File: config.mk
export PLATFORM = sky130hd
export DESIGN_NAME = apb_timer_regs
export DESIGN_NICKNAME = d
export VERILOG_FILES = /design/src/rtl/apb_timer_pkg.sv /design/src/rtl/apb_timer_core.sv /design/src/rtl/apb_timer_regs.sv
export SDC_FILE = /design/constraint.sdc
export NUM_CORES = 1
export LEC_CHECK = 0
export ABC_AREA = 1
export CAP_MARGIN = 20
export CORE_MARGIN = 2
export CORE_UTILIZATION = 56
export CTS_CLUSTER_SIZE = 25
export DETAILED_ROUTE_END_ITERATION = 16
export PLACE_DENSITY = 0.8
export SLEW_MARGIN = 5
export SYNTH_ARGS = -nofsm -noshare
export SYNTH_HDL_FRONTEND = slang
export SYNTH_HIERARCHICAL = 1
export SYNTH_SLANG_ARGS = --single-unit
File: constraint.sdc
create_clock -name pclk -period 2.35 [get_ports pclk]
set_input_delay 0.3525 -clock pclk [delete_from_list [all_inputs] [get_ports pclk]]
set_output_delay 0.3525 -clock pclk [all_outputs]
set_load 0.1 [all_outputs]
File: src/rtl/apb_timer_pkg.sv
// Shared register offsets, CTRL bit positions and bus-phase encoding for apb_timer_regs.
package apb_timer_pkg;

   localparam logic [31:0] CTRL_OFS  = 32'h0000_0000;
   localparam logic [31:0] LOAD_OFS  = 32'h0000_0004;
   localparam logic [31:0] COUNT_OFS = 32'h0000_0008;
   localparam logic [31:0] STAT_OFS  = 32'h0000_000C;
   localparam logic [31:0] SCR_OFS   = 32'h0000_0010;

   localparam int unsigned CTRL_EN_BIT  = 0;
   localparam int unsigned CTRL_AR_BIT  = 1;
   localparam int unsigned CTRL_IRQ_BIT = 2;

   typedef enum logic [1:0] {
      IDLE,
      SETUP,
      ACCESS
   } apb_state_e;

endpackage

File: src/rtl/apb_timer_core.sv
// Down-counter with optional auto-reload and a sticky EXPIRED flag (write-1-to-clear).
module apb_timer_core
   import apb_timer_pkg::*;
#(
   parameter logic [31:0] LOAD_RST = 32'h0000_0000
) (
   input  logic        pclk,
   input  logic        presetn,
   input  logic        en,
   input  logic        auto_reload,
   input  logic        load_wr,
   input  logic [31:0] load_val,
   input  logic [31:0] reload_val,
   input  logic        stat_w1c,
   output logic [31:0] count,
   output logic        expired
);

   logic [31:0] count_q, count_d;
   logic        expired_q, expired_d;

   always_comb begin
      count_d   = count_q;
      expired_d = expired_q;
      if (stat_w1c) begin
         expired_d = 1'b0;
      end
      // A decrement to zero outranks a same-cycle clear; a LOAD write outranks everything.
      if (en) begin
         if (count_q != '0) begin
            count_d = count_q - 32'd1;
            if (count_q == 32'd1) begin
               expired_d = 1'b1;
            end
         end else if (auto_reload) begin
            count_d = reload_val;
         end
      end
      if (load_wr) begin
         count_d = load_val;
      end
   end

   always_ff @(posedge pclk or negedge presetn) begin
      if (!presetn) begin
         count_q   <= LOAD_RST;
         expired_q <= 1'b0;
      end else begin
         count_q   <= count_d;
         expired_q <= expired_d;
      end
   end

   assign count   = count_q;
   assign expired = expired_q;

endmodule

File: src/rtl/apb_timer_regs.sv
// APB register bank for the down-counter timer: CTRL, LOAD, COUNT, STATUS, SCRATCH.
// Define APB_TIMER_SLVERR_EN to add the pslverr output.
module apb_timer_regs
   import apb_timer_pkg::*;
#(
   parameter int unsigned DEC_W       = 8,
   parameter logic [31:0] SCRATCH_RST = 32'h0000_0000,
   parameter logic [31:0] LOAD_RST    = 32'h0000_0000
) (
   input  logic        pclk,
   input  logic        presetn,
   input  logic        psel,
   input  logic        penable,
   input  logic        pwrite,
   input  logic [31:0] paddr,
   input  logic [31:0] pwdata,
   output logic [31:0] prdata,
   output logic        irq
`ifdef APB_TIMER_SLVERR_EN
   ,
   output logic        pslverr
`endif
);

   apb_state_e  state_q, state_d;
   logic [31:0] ofs;
   logic        hit_ctrl, hit_load, hit_count, hit_stat, hit_scr, unmapped;
   logic        wr_en, rd_en, load_wr, stat_w1c;
   logic [2:0]  ctrl_q, ctrl_d;
   logic [31:0] load_q, load_d;
   logic [31:0] scratch_q, scratch_d;
   logic [31:0] prdata_q, prdata_d;
   logic [31:0] rdata;
   logic [31:0] count;
   logic        expired;
   logic        unused_paddr_hi;

   assign unused_paddr_hi = ^paddr[31:DEC_W];

   // state_d is the phase of the current bus cycle; state_q remembers the previous one.
   always_comb begin
      state_d = IDLE;
      unique case (state_q)
         IDLE: begin
            if (psel && !penable) state_d = SETUP;
         end
         SETUP: begin
            if (psel && penable)       state_d = ACCESS;
            else if (psel && !penable) state_d = SETUP;
         end
         ACCESS: begin
            if (psel && !penable) state_d = SETUP;
         end
         default: state_d = IDLE;
      endcase
   end

   always_comb begin
      ofs             = '0;
      ofs[DEC_W-1:0]  = paddr[DEC_W-1:0];
   end

   assign hit_ctrl  = (ofs == CTRL_OFS);
   assign hit_load  = (ofs == LOAD_OFS);
   assign hit_count = (ofs == COUNT_OFS);
   assign hit_stat  = (ofs == STAT_OFS);
   assign hit_scr   = (ofs == SCR_OFS);
   assign unmapped  = !(hit_ctrl || hit_load || hit_count || hit_stat || hit_scr);

   assign wr_en    = (state_d == ACCESS) && pwrite;
   assign rd_en    = (state_d == SETUP) && !pwrite;
   assign load_wr  = wr_en && hit_load;
   assign stat_w1c = wr_en && hit_stat && pwdata[0];

   always_comb begin
      ctrl_d    = ctrl_q;
      load_d    = load_q;
      scratch_d = scratch_q;
      if (wr_en) begin
         if (hit_ctrl) ctrl_d    = pwdata[2:0];
         if (hit_load) load_d    = pwdata;
         if (hit_scr)  scratch_d = pwdata;
      end
   end

   always_comb begin
      rdata = '0;
      if (hit_ctrl)  rdata = {29'd0, ctrl_q};
      if (hit_load)  rdata = load_q;
      if (hit_count) rdata = count;
      if (hit_stat)  rdata = {31'd0, expired};
      if (hit_scr)   rdata = scratch_q;
   end

   always_comb begin
      prdata_d = prdata_q;
      if (rd_en) prdata_d = rdata;
   end

   always_ff @(posedge pclk or negedge presetn) begin
      if (!presetn) begin
         state_q   <= IDLE;
         ctrl_q    <= '0;
         load_q    <= LOAD_RST;
         scratch_q <= SCRATCH_RST;
         prdata_q  <= '0;
      end else begin
         state_q   <= state_d;
         ctrl_q    <= ctrl_d;
         load_q    <= load_d;
         scratch_q <= scratch_d;
         prdata_q  <= prdata_d;
      end
   end

   apb_timer_core #(
      .LOAD_RST (LOAD_RST)
   ) u_core (
      .pclk        (pclk),
      .presetn     (presetn),
      .en          (ctrl_q[CTRL_EN_BIT]),
      .auto_reload (ctrl_q[CTRL_AR_BIT]),
      .load_wr     (load_wr),
      .load_val    (pwdata),
      .reload_val  (load_q),
      .stat_w1c    (stat_w1c),
      .count       (count),
      .expired     (expired)
   );

   assign prdata = prdata_q;
   assign irq    = expired & ctrl_q[CTRL_IRQ_BIT];

`ifdef APB_TIMER_SLVERR_EN
   logic pslverr_q, pslverr_d;

   always_comb begin
      pslverr_d = 1'b0;
      if (state_d == SETUP) pslverr_d = unmapped || (pwrite && hit_count);
   end

   always_ff @(posedge pclk or negedge presetn) begin
      if (!presetn) pslverr_q <= 1'b0;
      else          pslverr_q <= pslverr_d;
   end

   assign pslverr = pslverr_q;
`endif

endmodule

Word level (Yosys, flattened, before mapping)
Cells that the tools add are included.
{ "word_totals": {"mem_bits_rw": 0, "mem_count": 0, "latchBits": 0, "regBits": 134, "word_cells": 53, "mem_bits_ro": 0, "out_inout_bits": 33} }
{ "op_classes": {"bitwise": 1, "magnitude_cmp": 0, "addsub": 1, "shifts": 0, "div": 0, "mux": 16, "n_mul": 0, "n_eq_ne": 9, "reduce_logical": 19} }
{ "op_table": {"columns": ["cell", "count"], "rows": [
  ["$mux 32", 8],
  ["$eq 32x1->1 const B", 1],
  ["$logic_not 32->1", 1],
  ["$reduce_bool 32->1", 1],
  ["$sub 32x1->32 const B", 1],
  ["$eq 8x4->1 const B", 2],
  ["$eq 8x3->1 const B", 1],
  ["$eq 8x5->1 const B", 1],
  ["$reduce_and 2->1", 4],
  ["$logic_and 1x1->1", 7],
  ["$mux 1", 5],
  ["$eq 2x1->1 const B", 2],
  ["$eq 2x2->1 const B", 2],
  ["$pmux 2 s2", 1],
  ["$mux 3", 1],
  ["$reduce_bool 3->1", 1],
  ["$logic_not 1->1", 2],
  ["$logic_not 2->1", 1],
  ["$mux 2", 1],
  ["$reduce_bool 2->1", 1],
  ["$reduce_or 2->1", 1],
  ["$and 1x1->1", 1]
]} }

Logic depth before layout (Yosys ltp)
Gate-level depths: netlist of the first run.
{ "depth": {"ltp_word": 13, "ltp_mapped": 14} }

By module
Netlist of the first run, hierarchy kept.
{ "by_module_without_submodules": {"columns": ["module", "cells_each", "n_inst", "area_each_um2"], "rows": [
  ["apb_timer_regs", 580, 1, 4949.7],
  ["apb_timer_core", 514, 1, 3057.9]
]} }

Worst setup path after synthesis of the first run
No wires, ideal clock.
{ "synth_path": {"path_kind": "register to register", "from": "register state_q[1]", "to": "register u_core.count_q[27] (netlist: u_core/count[27])", "path_buffers": 3, "setup_ns": 0.121, "setup_slack_ns": 0.182, "path_stages_with_launch": 15, "arrival_ns": 2.047, "period_less_slack_ns": 2.168, "cell_sequence": "dfrtp_1 inv_1 nand2_1 nor3_4 and2_4 nand2_2 clkbuf_1 inv_1 clkbuf_1 clkinv_1 nand3_2 nand2_4 buf_6 a21oi_1 nand2_1"} }
{ "synth_between": {"elab_chain_cells": 8, "elab_cells_between_ends": 12, "cone_classes": "eq/ne: 3; mux: 2; reduce/logical: 7"} }
{ "synth_lines": {"columns": ["element", "line", "source"], "rows": [
  ["start: declaration", "apb_timer_regs.sv:25", "apb_state_e state_q, state_d;"],
  ["start signal: assignment", "apb_timer_regs.sv:108", "state_q <= state_d;"],
  ["$eq 2x2->1 or $logic_not 2->1 (tied branches)", "apb_timer_regs.sv:43", "unique case (state_q)"],
  ["$reduce_or 2->1 (no source line)", null, null],
  ["$pmux 2 s2 (*)", "apb_timer_regs.sv:43", null],
  ["net state_d[1]", "apb_timer_regs.sv:25", null],
  ["$eq 2x2->1 (*)", "apb_timer_regs.sv:70", "assign wr_en = (state_d == ACCESS) && pwrite;"],
  ["$logic_and 1x1->1 (*)", "apb_timer_regs.sv:70", null],
  ["$logic_and 1x1->1 (*)", "apb_timer_regs.sv:72", "assign load_wr = wr_en && hit_load;"],
  ["net load_wr", "apb_timer_regs.sv:28", "logic wr_en, rd_en, load_wr, stat_w1c;"],
  ["$reduce_bool 3->1 (no source line) or $reduce_bool 2->1 (tied branches)", null, null],
  ["$reduce_and 2->1 (no source line)", null, null],
  ["end signal: assignment", "apb_timer_core.sv:49", "count_q <= count_d;"],
  ["end: declaration", "apb_timer_core.sv:19", "logic [31:0] count_q, count_d;"]
]} }
The timed path passes the listed nets; every way through them passes the cells marked *.
A chain may end at the register's enable or synchronous reset.

Final worst setup path of the first run
{ "layout_path": {"from": "register u_core.count_q[0] (netlist: u_core/count[0])", "to": "register u_core.count_q[19] (netlist: u_core/count[19])"} }
{ "layout_between": {"elab_chain_cells": 4, "elab_cells_between_ends": 7, "cone_classes": "add/sub: 1; mux: 3; reduce/logical: 3"} }
{ "layout_lines": {"columns": ["element", "line", "source"], "rows": [
  ["$sub 32x1->32 or $reduce_bool 32->1 (tied branches)", "apb_timer_core.sv:31, apb_timer_core.sv:30", null],
  ["$mux 32", "apb_timer_core.sv:30", "if (count_q != '0) begin"],
  ["$mux 32", "apb_timer_core.sv:29", "if (en) begin"],
  ["$mux 32", "apb_timer_core.sv:39", "if (load_wr) begin"]
]} }
Several ways; a longest one is shown, not always the timed one. The select of a mux whose other input is x is not followed.

==> results of run 1 <==
sequential cells by signal, indices dropped and copies added (netlist names):
register	count
load_q	32
u_core/expired	1
u_core/count	32
ctrl_q	3
state_q	2
scratch_q	32
prdata	32
per-stage QoR:
stage	hold slack, ns	setup WS [ns]	cell area [µm²]	power (mW)
2_1_floorplan	0.0569	0.182	8010	2.62
3_3_place_gp	0.380	0.0546	8870	2.83
3_5_place_dp	0.386	0.0111	8870	2.84
4_1_cts	0.483	0.268	9520	5.64
5_1_grt	0.503	0.0513	9520	5.80
6_report	0.479	0.221	9520	5.63
cell families (layout without fill, tap and decap cells):
family / count (synthesis) / count (layout) / share of synthesized area (%)
simple gates: 715 / 715 / 39.8
buf+inv: 148 / 236 / 8.98
compound gates: 86 / 86 / 8.08
flops: 134 / 134 / 41.9
xor+xnor: 9 / 9 / 0.984
fa+ha+maj: 2 / 2 / 0.312
cells in the mapped netlist, types with 3 or more instances:
cell type / instances / share of area, %
sky130_fd_sc_hd__inv_1: 94 / 4.4
sky130_fd_sc_hd__nand2_1: 403 / 19
sky130_fd_sc_hd__o21ai_0: 10 / 0.63
sky130_fd_sc_hd__or2_2: 6 / 0.47
sky130_fd_sc_hd__nand3b_1: 4 / 0.38
sky130_fd_sc_hd__nor2_1: 90 / 4.2
sky130_fd_sc_hd__nand3_2: 11 / 1.4
sky130_fd_sc_hd__nand4_1: 8 / 0.63
sky130_fd_sc_hd__nand2_4: 4 / 0.56
sky130_fd_sc_hd__nand3_1: 147 / 9.2
sky130_fd_sc_hd__nor2_2: 6 / 0.47
sky130_fd_sc_hd__buf_2: 23 / 1.4
sky130_fd_sc_hd__xor2_1: 7 / 0.77
sky130_fd_sc_hd__o21ai_2: 55 / 6.0
sky130_fd_sc_hd__clkbuf_1: 7 / 0.33
sky130_fd_sc_hd__o21ai_1: 9 / 0.56
sky130_fd_sc_hd__inv_2: 4 / 0.19
sky130_fd_sc_hd__o21bai_1: 3 / 0.28
sky130_fd_sc_hd__a21oi_1: 8 / 0.50
sky130_fd_sc_hd__nand2_2: 25 / 2.0
sky130_fd_sc_hd__dfrtp_1: 134 / 42
sky130_fd_sc_hd__buf_6: 17 / 2.4
tightest hold or removal path: stages (launching register included):
cell	delay [ns]
sky130_fd_sc_hd__dfrtp_1	0.34
sky130_fd_sc_hd__nand2_1	0.05
sky130_fd_sc_hd__nand2_1	0.05
report_power, final:
| group | leakage, nW | switching, mW | internal, mW |
|---|---|---|---|
| registers | 1.84 | 0.0306 | 2.33 |
| clock network | 0.301 | 1.01 | 1.81 |
| logic | 2.88 | 0.282 | 0.161 |
| total | 5.03 | 1.33 | 4.30 |
worst paths after layout:
check	startpoint	endpoint	slack (ns)	cells after the start
setup / recovery	u_core/count[0]$_DFFE_PN0P_	u_core/count[19]$_DFFE_PN0P_	0.22	11
hold / removal	prdata[19]$_DFFE_PN0P_	prdata[19]$_DFFE_PN0P_	0.48	2
setup reg to reg	u_core/count[0]$_DFFE_PN0P_	u_core/count[19]$_DFFE_PN0P_	0.22	11
hold reg to reg	prdata[19]$_DFFE_PN0P_	prdata[19]$_DFFE_PN0P_	0.48	2
max in group asynchronous	presetn	u_core/count[27]$_DFFE_PN0P_	1.08	3
min in group asynchronous	presetn	prdata[1]$_DFFE_PN0P_	0.49	2
per-layer routing:
layer | GRT usage (%) | wire length, µm | up-vias
met5 | 0 | 0 | -
met4 | 11.3 | 435 | 0
met3 | 5.72 | 1360 | 40
met2 | 47.7 | 10200 | 299
met1 | 41.0 | 9350 | 3497
li1 | - | - | 3621
final cells by class:
| cell class | count | area, µm² |
|---|---|---|
| fill | 1184 | 4410 |
| multi-input combinational | 812 | 3940 |
| sequential | 134 | 3350 |
| timing repair buffer | 105 | 990 |
| clock buffer | 22 | 494 |
| inverter | 99 | 372 |
| tap | 180 | 225 |
| clock inverter | 10 | 143 |
repair_timing:
item,CTS,global route
buffers inserted,0,0
gates resized for setup,0,0
hold endpoints to repair,62,0
hold buffers,1,0
setup endpoints to repair,0,0
==> impl_metrics.yaml, run 1 <==
run_status:
  outcome: "finished, final reports clean"
sta:
  layout_worst_path_cycle_share_pct: 90.6
  fin_worst_skew_ns: 0.00712
  max_slew.worst_pin.slew_ns: 0.901
  maxClockFrequency_mhz: 470
  slew_violations: 0
  grt_setup_unrepaired: "false"
  maxSlewHeadroom_pct: 40.0
  final.min_clock_period_ns: 2.13
  setup_viol: 0
  final-hold-violation-count: 0
  setup_tns_ns: 0
critical_path:
  cpLargestDelayFamily: "simple AND/OR/NAND/NOR gates"
  worst_setup_path_end_kind: "flip-flop"
  arrival_time_of_the_worst_setup_path_ns: 2.49
  critical_path_class: "flip-flop to flip-flop"
  cp.required_ns: 2.71
  cell_at_the_slowest_stage_of_the_critical_path: "sky130_fd_sc_hd__nor2_1"
  path_cells: "inv_1, ha_1, nand2_4, nor2_8, nand2_4, nor2_8, nand2_1, nand2_2, nor2_1, nand2_1, nand3_1"
  buf_inv_stages_crit_path: 1
  worst_path_largest_cell_delay_ns: 0.54
  timing.critical_path.fanout_max: 6
  kind_of_launch_point_of_the_worst_setup_path: "flip-flop"
floorplan:
  pin_count: 102
  dieWidth_um: 124
  floorplan.initialDensity_pct: 57.5
  count_of_standard_cell_rows: 43
  placeable_core_area_um2: 13900
  fp.dieH_um: 124
  die_area_um2: 15300
global_routing:
  grt_util_all_layers_pct: 30.0
  largest_net_degree_at_the_start_of_global_routing: 65
  antenna_found_initial: 0
  grt_first_pass_wirelength_um: 35600
  first_global_vias: 7225
  globalRoute.totalOverflow: 0
final_layout:
  stdcell_count: 1362
  layout.cells.most_common_list: "403 x sky130_fd_sc_hd__nand2_1, 147 x sky130_fd_sc_hd__nand3_1, 134 x sky130_fd_sc_hd__dfrtp_1, 94 x sky130_fd_sc_hd__inv_1, 89 x sky130_fd_sc_hd__nor2_1"
  finish.net_count: 1240
  final_layout_size_suffix_gt1_share_pct: 18.0
  flow.area_growth_from_synthesis_pct: 18.9
  layout.core_utilization_pct: 68.3
  diodes: 0
  mostFrequentLayoutCell: "sky130_fd_sc_hd__nand2_1"
power:
  power.ir.vdd_worst_mv: 0.697
  pwr_density_cell_nw_per_um2: 591
  p_leak_nw: 5.03
detailed_routing:
  vias_per_cell: 5.48
  first_pass_iteration_count_of_the_detailed_router: 8
  drtIter0Drc: 725
  routed_wirelength_um: 21300
  wl_per_cell_um: 15.6
  drtAntennaViolNets: 0
  drc_errors: 0
  num_vias: 7457
run:
  max_cap_violations: 0
synth:
  synth_area_um2: 8010
  synthFlopType: "sky130_fd_sc_hd__dfrtp_1"
  post_synth_edffs: 0
  post_synth_inst_count: 1094
  synth.yosys.seq_area_share_pct: 41.9
  synth-seq-cells: 134
  postSynth.asyncResetShare_pct: 100
  synth_warnings: 6
  syn-num-nets: 1165
  distinct_cell_type_count_after_synthesis: 35
  post_synth.cell_area_avg_um2: 7.32
cts:
  cts_max_level: 4
  cts.clk_slew.worst_paths_ns: 0.06
  cts_buffers: 17
  clock_buffer_depth: 2
  ctsRootBufferMaster: "sky130_fd_sc_hd__clkbuf_16"
  cts_tree: "built"
  clock-sinks: 134
  worst_skew_pair.late_latency_ns: 0.43
place:
  placed_cells: 1329
  place.port_buffers: 77
  detailed_place_hpwl_um: 14100
  gp_congestion: 0.932
hold_path:
  hold_path_class: "flip-flop to flip-flop"
(Power assumes the default switching activity.)
==> run 2: changes to the inputs <==
- HOLD_SLACK_MARGIN: not set -> 0.05
- PLACE_DENSITY: 0.8 -> 0.78
==> run 2 against run 1 <==
  * Register-to-register slack improved by 0.06 ns
  * Routed wire length decreased by 3.5%
  * Die area unchanged
  * Design area grew 0.30%
  * Critical path depth is the same
  * Largest cell class unchanged
==> impl_metrics.yaml, run 2 (synthesized netlist as in run 1, its figures left out) <==
global_routing:
  globalRoute.totalOverflow: 0
  largest_net_degree_at_the_start_of_global_routing: 65
  grt_util_all_layers_pct: 29.1
  antenna_found_initial: 0
  first_global_vias: 7056
  grt_first_pass_wirelength_um: 34700
detailed_routing:
  drc_errors: 0
  vias_per_cell: 5.35
  drtIter0Drc: 589
  met2_wirelength_um: 9630
  num_vias: 7302
  route.layer.met1.wl_um: 9150
  wl_per_cell_um: 15.1
  met3RoutedLength_um: 1410
  drtAntennaViolNets: 0
  routed_wirelength_um: 20600
  first_pass_iteration_count_of_the_detailed_router: 5
  top_layer: "met4"
cts:
  ctsRootBufferMaster: "sky130_fd_sc_hd__clkbuf_16"
  worst_skew_pair.late_latency_ns: 0.42
  cts_tree: "built"
  clock-sinks: 134
  cts_buffers: 17
  clock_buffer_depth: 2
  cts.clk_slew.worst_paths_ns: 0.06
  cts_max_level: 4
final_layout:
  final_layout_size_suffix_gt1_share_pct: 18.2
  mostFrequentLayoutCell: "sky130_fd_sc_hd__nand2_1"
  flow.area_growth_from_synthesis_pct: 19.3
  finish.net_count: 1244
  layout.cells.most_common_list: "403 x sky130_fd_sc_hd__nand2_1, 147 x sky130_fd_sc_hd__nand3_1, 134 x sky130_fd_sc_hd__dfrtp_1, 94 x sky130_fd_sc_hd__inv_1, 89 x sky130_fd_sc_hd__nor2_1"
  diodes: 0
  fillCellCount: 1176
power:
  power_switching_share_pct: 24.0
  switchingPower_mw: 1.36
  comb_power_share_pct: 7.9
  fin_total_pwr_mw: 5.67
  power_report.internal_total_mw: 4.31
  p_leak_nw: 5.04
  power.ir.vdd_worst_mv: 0.471
  clkPwrFrac_pct: 50.6
  pwr_density_cell_nw_per_um2: 594
  power_frac_seq_pct: 41.5
floorplan:
  floorplan.initialDensity_pct: 57.5
  pin_count: 102
  die_area_um2: 15300
  placeable_core_area_um2: 13900
  dieWidth_um: 124
  fp.dieH_um: 124
  count_of_standard_cell_rows: 43
sta:
  slew_violations: 0
  final-hold-violation-count: 0
  maxClockFrequency_mhz: 482
  grt_setup_unrepaired: "false"
  setup_tns_ns: 0
  final.min_clock_period_ns: 2.07
  maxSlewHeadroom_pct: 38.9
  post-route-worst-setup-slack_ns: 0.277
  max_slew.worst_pin.slew_ns: 0.916
  layout_worst_path_cycle_share_pct: 88.2
  setup_viol: 0
  fin_worst_skew_ns: 0.00949
place:
  dpl_worst_slack_ns: 0.0333
  gp_congestion: 0.952
  place.port_buffers: 77
  detailed_place_hpwl_um: 14100
critical_path:
  critical_path_class: "flip-flop to flip-flop"
  cp.required_ns: 2.71
  worst_setup_path_end_kind: "flip-flop"
  timing.critical_path.fanout_max: 6
  cell_at_the_slowest_stage_of_the_critical_path: "sky130_fd_sc_hd__nor2_1"
  arrival_time_of_the_worst_setup_path_ns: 2.43
  path_cells: "inv_1, ha_1, nand2_4, nor2_8, nand2_4, nor2_8, nand2_1, nand2_2, nor2_1, nand2_1, nand3_1"
  worst_path_largest_cell_delay_ns: 0.51
  kind_of_launch_point_of_the_worst_setup_path: "flip-flop"
run_status:
  outcome: "finished, final reports clean"
hold_path:
  hold_path_class: "input pin to asynchronous set/reset pin"
run:
  max_cap_violations: 0
run 2: cell types whose count changed in the layout (fill, tap and decap cells not counted), sizes merged:
cell      delta
inv          +3
clkinv       +1
bufinv       +1
buf          +4
clkbuf       -3
clkinvlp     -2
run 2: area by class of cell:
cell class	instances	area, µm²	area share [%]
repair buffers	109	1020	10.7
clock buffers	19	443	4.64
well taps	180	225	2.36
flip-flops and latches	134	3350	35.1
clock inverters	13	193	2.02
inverters	99	372	3.89
multi-input cells	812	3940	41.3
run 2: routing by layer:
layer / vias to the layer above / track usage, %
met3: 34 / 5.22
met1: 3384 / 40.2
met2: 259 / 46.1
li1: 3625 / -
met4: 0 / 10.6
met5: - / 0
run 2: power groups by stage:
stage	registers, mW	logic [mW]	clock network (mW)
after global placement	2.39	0.439	0
after CTS	2.35	0.448	2.91
after global routing	2.36	0.501	3.02
after detailed placement	2.40	0.445	0
after floorplan	2.40	0.221	0
final	2.35	0.448	2.87
run 2: final timing paths:
kind | startpoint | end | slack, ns | cells past startpoint
min in group pclk | prdata[18]$_DFFE_PN0P_ | prdata[18]$_DFFE_PN0P_ | 0.48 | 2
hold reg to reg | prdata[18]$_DFFE_PN0P_ | prdata[18]$_DFFE_PN0P_ | 0.48 | 2
hold / removal | presetn | load_q[3]$_DFFE_PN0P_ | 0.42 | 2
setup / recovery | u_core/count[0]$_DFFE_PN0P_ | u_core/count[23]$_DFFE_PN0P_ | 0.28 | 11
max in group asynchronous | presetn | u_core/count[22]$_DFFE_PN0P_ | 1.20 | 3
setup reg to reg | u_core/count[0]$_DFFE_PN0P_ | u_core/count[23]$_DFFE_PN0P_ | 0.28 | 11
run 2: through the flow:
stage	util (%)	hold WS, ns	area, µm²	std cells
floorplan	-	0.0569	8010	1094
global placement	63.9	0.315	8900	1333
detailed placement	63.9	0.318	8900	1333
CTS	68.5	0.428	9550	1366
global route	68.5	0.479	9550	1366
finish	68.5	0.423	9550	1366
run 2: worst max-delay path: cells and delay by family, from the launching register on:
kind	cells	cell delay, ns
buf+inv	1	0.10
fa+ha+maj	1	0.28
flops	1	0.42
simple gates	9	1.21
run 2: what timing repair did:
item | 4_1_cts | 5_1_grt
hold endpoints to repair | 47 | 0
resized for setup | 0 | 0
hold buffers | 1 | 0
buffers inserted | 0 | 0
==> run 3: changes to the inputs <==
--- a/constraint.sdc
+++ b/constraint.sdc
@@ -3,2 +3,2 @@
 set_output_delay 0.3525 -clock pclk [all_outputs]
-set_load 0.1 [all_outputs]
+set_load 0.05 [all_outputs]
==> run 3 against run 2 <==
  * Fmax fell by 3.7%
  * Clock skew fell by 0.0021 ns
  * Highest routed layer unchanged
  * Sequential power barely moved
  * Non-clock buffer count rose by 2
  * Via count fell by 0.14%
  * Largest power group unchanged
==> impl_metrics.yaml, run 3 (synthesized netlist as in run 1, its figures left out) <==
final_layout:
  flow.area_growth_from_synthesis_pct: 19.2
  layout.core_utilization_pct: 68.5
  final_layout_size_suffix_gt1_share_pct: 15.6
  finish.net_count: 1246
  final-seq-area_um2: 3350
  diodes: 0
  layout.cells.most_common_list: "403 x sky130_fd_sc_hd__nand2_1, 147 x sky130_fd_sc_hd__nand3_1, 134 x sky130_fd_sc_hd__dfrtp_1, 94 x sky130_fd_sc_hd__inv_1, 89 x sky130_fd_sc_hd__nor2_1"
  mostFrequentLayoutCell: "sky130_fd_sc_hd__nand2_1"
  multi_input_area_um2: 3940
  fillCellCount: 1177
detailed_routing:
  wl_per_cell_um: 14.9
  drtAntennaViolNets: 0
  drc_errors: 0
  first_pass_iteration_count_of_the_detailed_router: 5
  routed_wirelength_um: 20300
  drtIter0Drc: 642
  vias_per_cell: 5.33
  num_vias: 7292
power:
  p_leak_nw: 4.93
  switchingPower_mw: 1.32
  power_report.internal_total_mw: 3.99
  comb_power_share_pct: 8.3
  power.ir.vdd_worst_mv: 0.443
  clkPwrFrac_pct: 47.4
  power_frac_seq_pct: 44.3
  pwr_density_cell_nw_per_um2: 557
  power_switching_share_pct: 24.9
critical_path:
  path_cells: "inv_1, ha_1, nand2_4, nor2_8, nand2_4, nor2_8, nand2_1, nand2_2, nor2_1, nand2_1, nand3_1"
  buf_inv_stages_crit_path: 1
  cp.required_ns: 2.71
  timing.critical_path.fanout_max: 6
  kind_of_launch_point_of_the_worst_setup_path: "flip-flop"
  worst_setup_path_end_kind: "flip-flop"
  critical_path_class: "flip-flop to flip-flop"
  cpLargestDelayFamily: "simple AND/OR/NAND/NOR gates"
  worst_path_largest_cell_delay_ns: 0.56
  arrival_time_of_the_worst_setup_path_ns: 2.51
  cell_at_the_slowest_stage_of_the_critical_path: "sky130_fd_sc_hd__nor2_1"
sta:
  maxSlewHeadroom_pct: 39.8
  setup_viol: 0
  layout_worst_path_cycle_share_pct: 91.6
  maxClockFrequency_mhz: 465
  fin_worst_skew_ns: 0.00737
  final-hold-violation-count: 0
  setup_tns_ns: 0
  final.min_clock_period_ns: 2.15
  max_slew.worst_pin.slew_ns: 0.902
  grt_setup_unrepaired: "false"
  slew_violations: 0
floorplan:
  placeable_core_area_um2: 13900
  count_of_standard_cell_rows: 43
  floorplan.initialDensity_pct: 57.5
  dieWidth_um: 124
  fp.dieH_um: 124
  pin_count: 102
  die_area_um2: 15300
cts:
  cts_tree: "built"
  cts.clk_slew.worst_paths_ns: 0.06
  cts_max_level: 4
  clock-sinks: 134
  cts_buffers: 17
  clock_buffer_depth: 2
  postCtsResizedCells: 0
  ctsRootBufferMaster: "sky130_fd_sc_hd__clkbuf_16"
  worst_skew_pair.late_latency_ns: 0.43
place:
  detailed_place_hpwl_um: 14000
  gp_congestion: 0.981
  place.port_buffers: 77
global_routing:
  grt_util_all_layers_pct: 29.1
  antenna_found_initial: 0
  first_global_vias: 7048
  globalRoute.totalOverflow: 0
  grt_first_pass_wirelength_um: 34700
  largest_net_degree_at_the_start_of_global_routing: 65
run_status:
  outcome: "finished, final reports clean"
run:
  max_cap_violations: 0
hold_path:
  hold_path_class: "input pin to asynchronous set/reset pin"
[run 3: worst register-to-register path: cells and delay by family, from the launching register on]
kind                       cells  cell delay [ns]
adders and majority gates      1             0.27
buffers and inverters          1             0.10
DFF                            1             0.43
and+or+nand+nor                9             1.28
[run 3: path summary, 6_finish.rpt]
kind | startpoint | depth (start not counted) | endpoint | slack, ns
max reg2reg | u_core/count[0]$_DFFE_PN0P_ | 11 | u_core/count[4]$_DFFE_PN0P_ | 0.20
max | u_core/count[0]$_DFFE_PN0P_ | 11 | u_core/count[4]$_DFFE_PN0P_ | 0.20
min | presetn | 2 | scratch_q[3]$_DFFE_PN0P_ | 0.39
min in group pclk | prdata[20]$_DFFE_PN0P_ | 2 | prdata[20]$_DFFE_PN0P_ | 0.48
max in group asynchronous | presetn | 3 | scratch_q[20]$_DFFE_PN0P_ | 1.29
min reg2reg | prdata[20]$_DFFE_PN0P_ | 2 | prdata[20]$_DFFE_PN0P_ | 0.48
[run 3: power groups by stage]
stage / clock [mW] / combinational (mW) / sequential [mW]
finish: 2.52 / 0.443 / 2.35
detailed placement: 0 / 0.440 / 2.39
global route: 2.65 / 0.495 / 2.36
CTS: 2.54 / 0.445 / 2.35
global placement: 0 / 0.435 / 2.39
floorplan: 0 / 0.221 / 2.39
[run 3: stage by stage]
stage	setup WS, ns	cells	power, mW	instance area [µm²]	hold slack, ns
finish	0.198	1367	5.32	9540	0.394
global route	0.0637	1367	5.50	9540	0.424
CTS	0.247	1367	5.34	9540	0.388
detailed placement	0.00641	1335	2.83	8980	0.273
global placement	0.0516	1335	2.83	8980	0.272
floorplan	0.182	1094	2.61	8010	0.0569
[run 3: layout make-up]
cell class,instances,share of cell area (%)
inverters,99,3.89
clock inverters,12,1.10
flip-flops and latches,134,35.1
well taps,180,2.36
clock buffers,19,4.75
multi-input cells,812,41.3
repair buffers,111,11.4
[run 3: repair_timing]
| item | in CTS | in global routing |
|---|---|---|
| setup buffers | 0 | 0 |
| hold buffers | 1 | 0 |
| setup endpoints to repair | 0 | 0 |
| endpoints found under the hold margin | 34 | 0 |
[run 3: metal layers]
metal	global-route usage, %	share of wire, %	up-vias	wire length, µm
met3	4.53	5.4	37	1090
met1	41.6	46	3396	9410
met2	45.3	46	233	9360
li1	-	-	3626	-
met4	10.3	2.3	0	470
met5	0	0	-	0
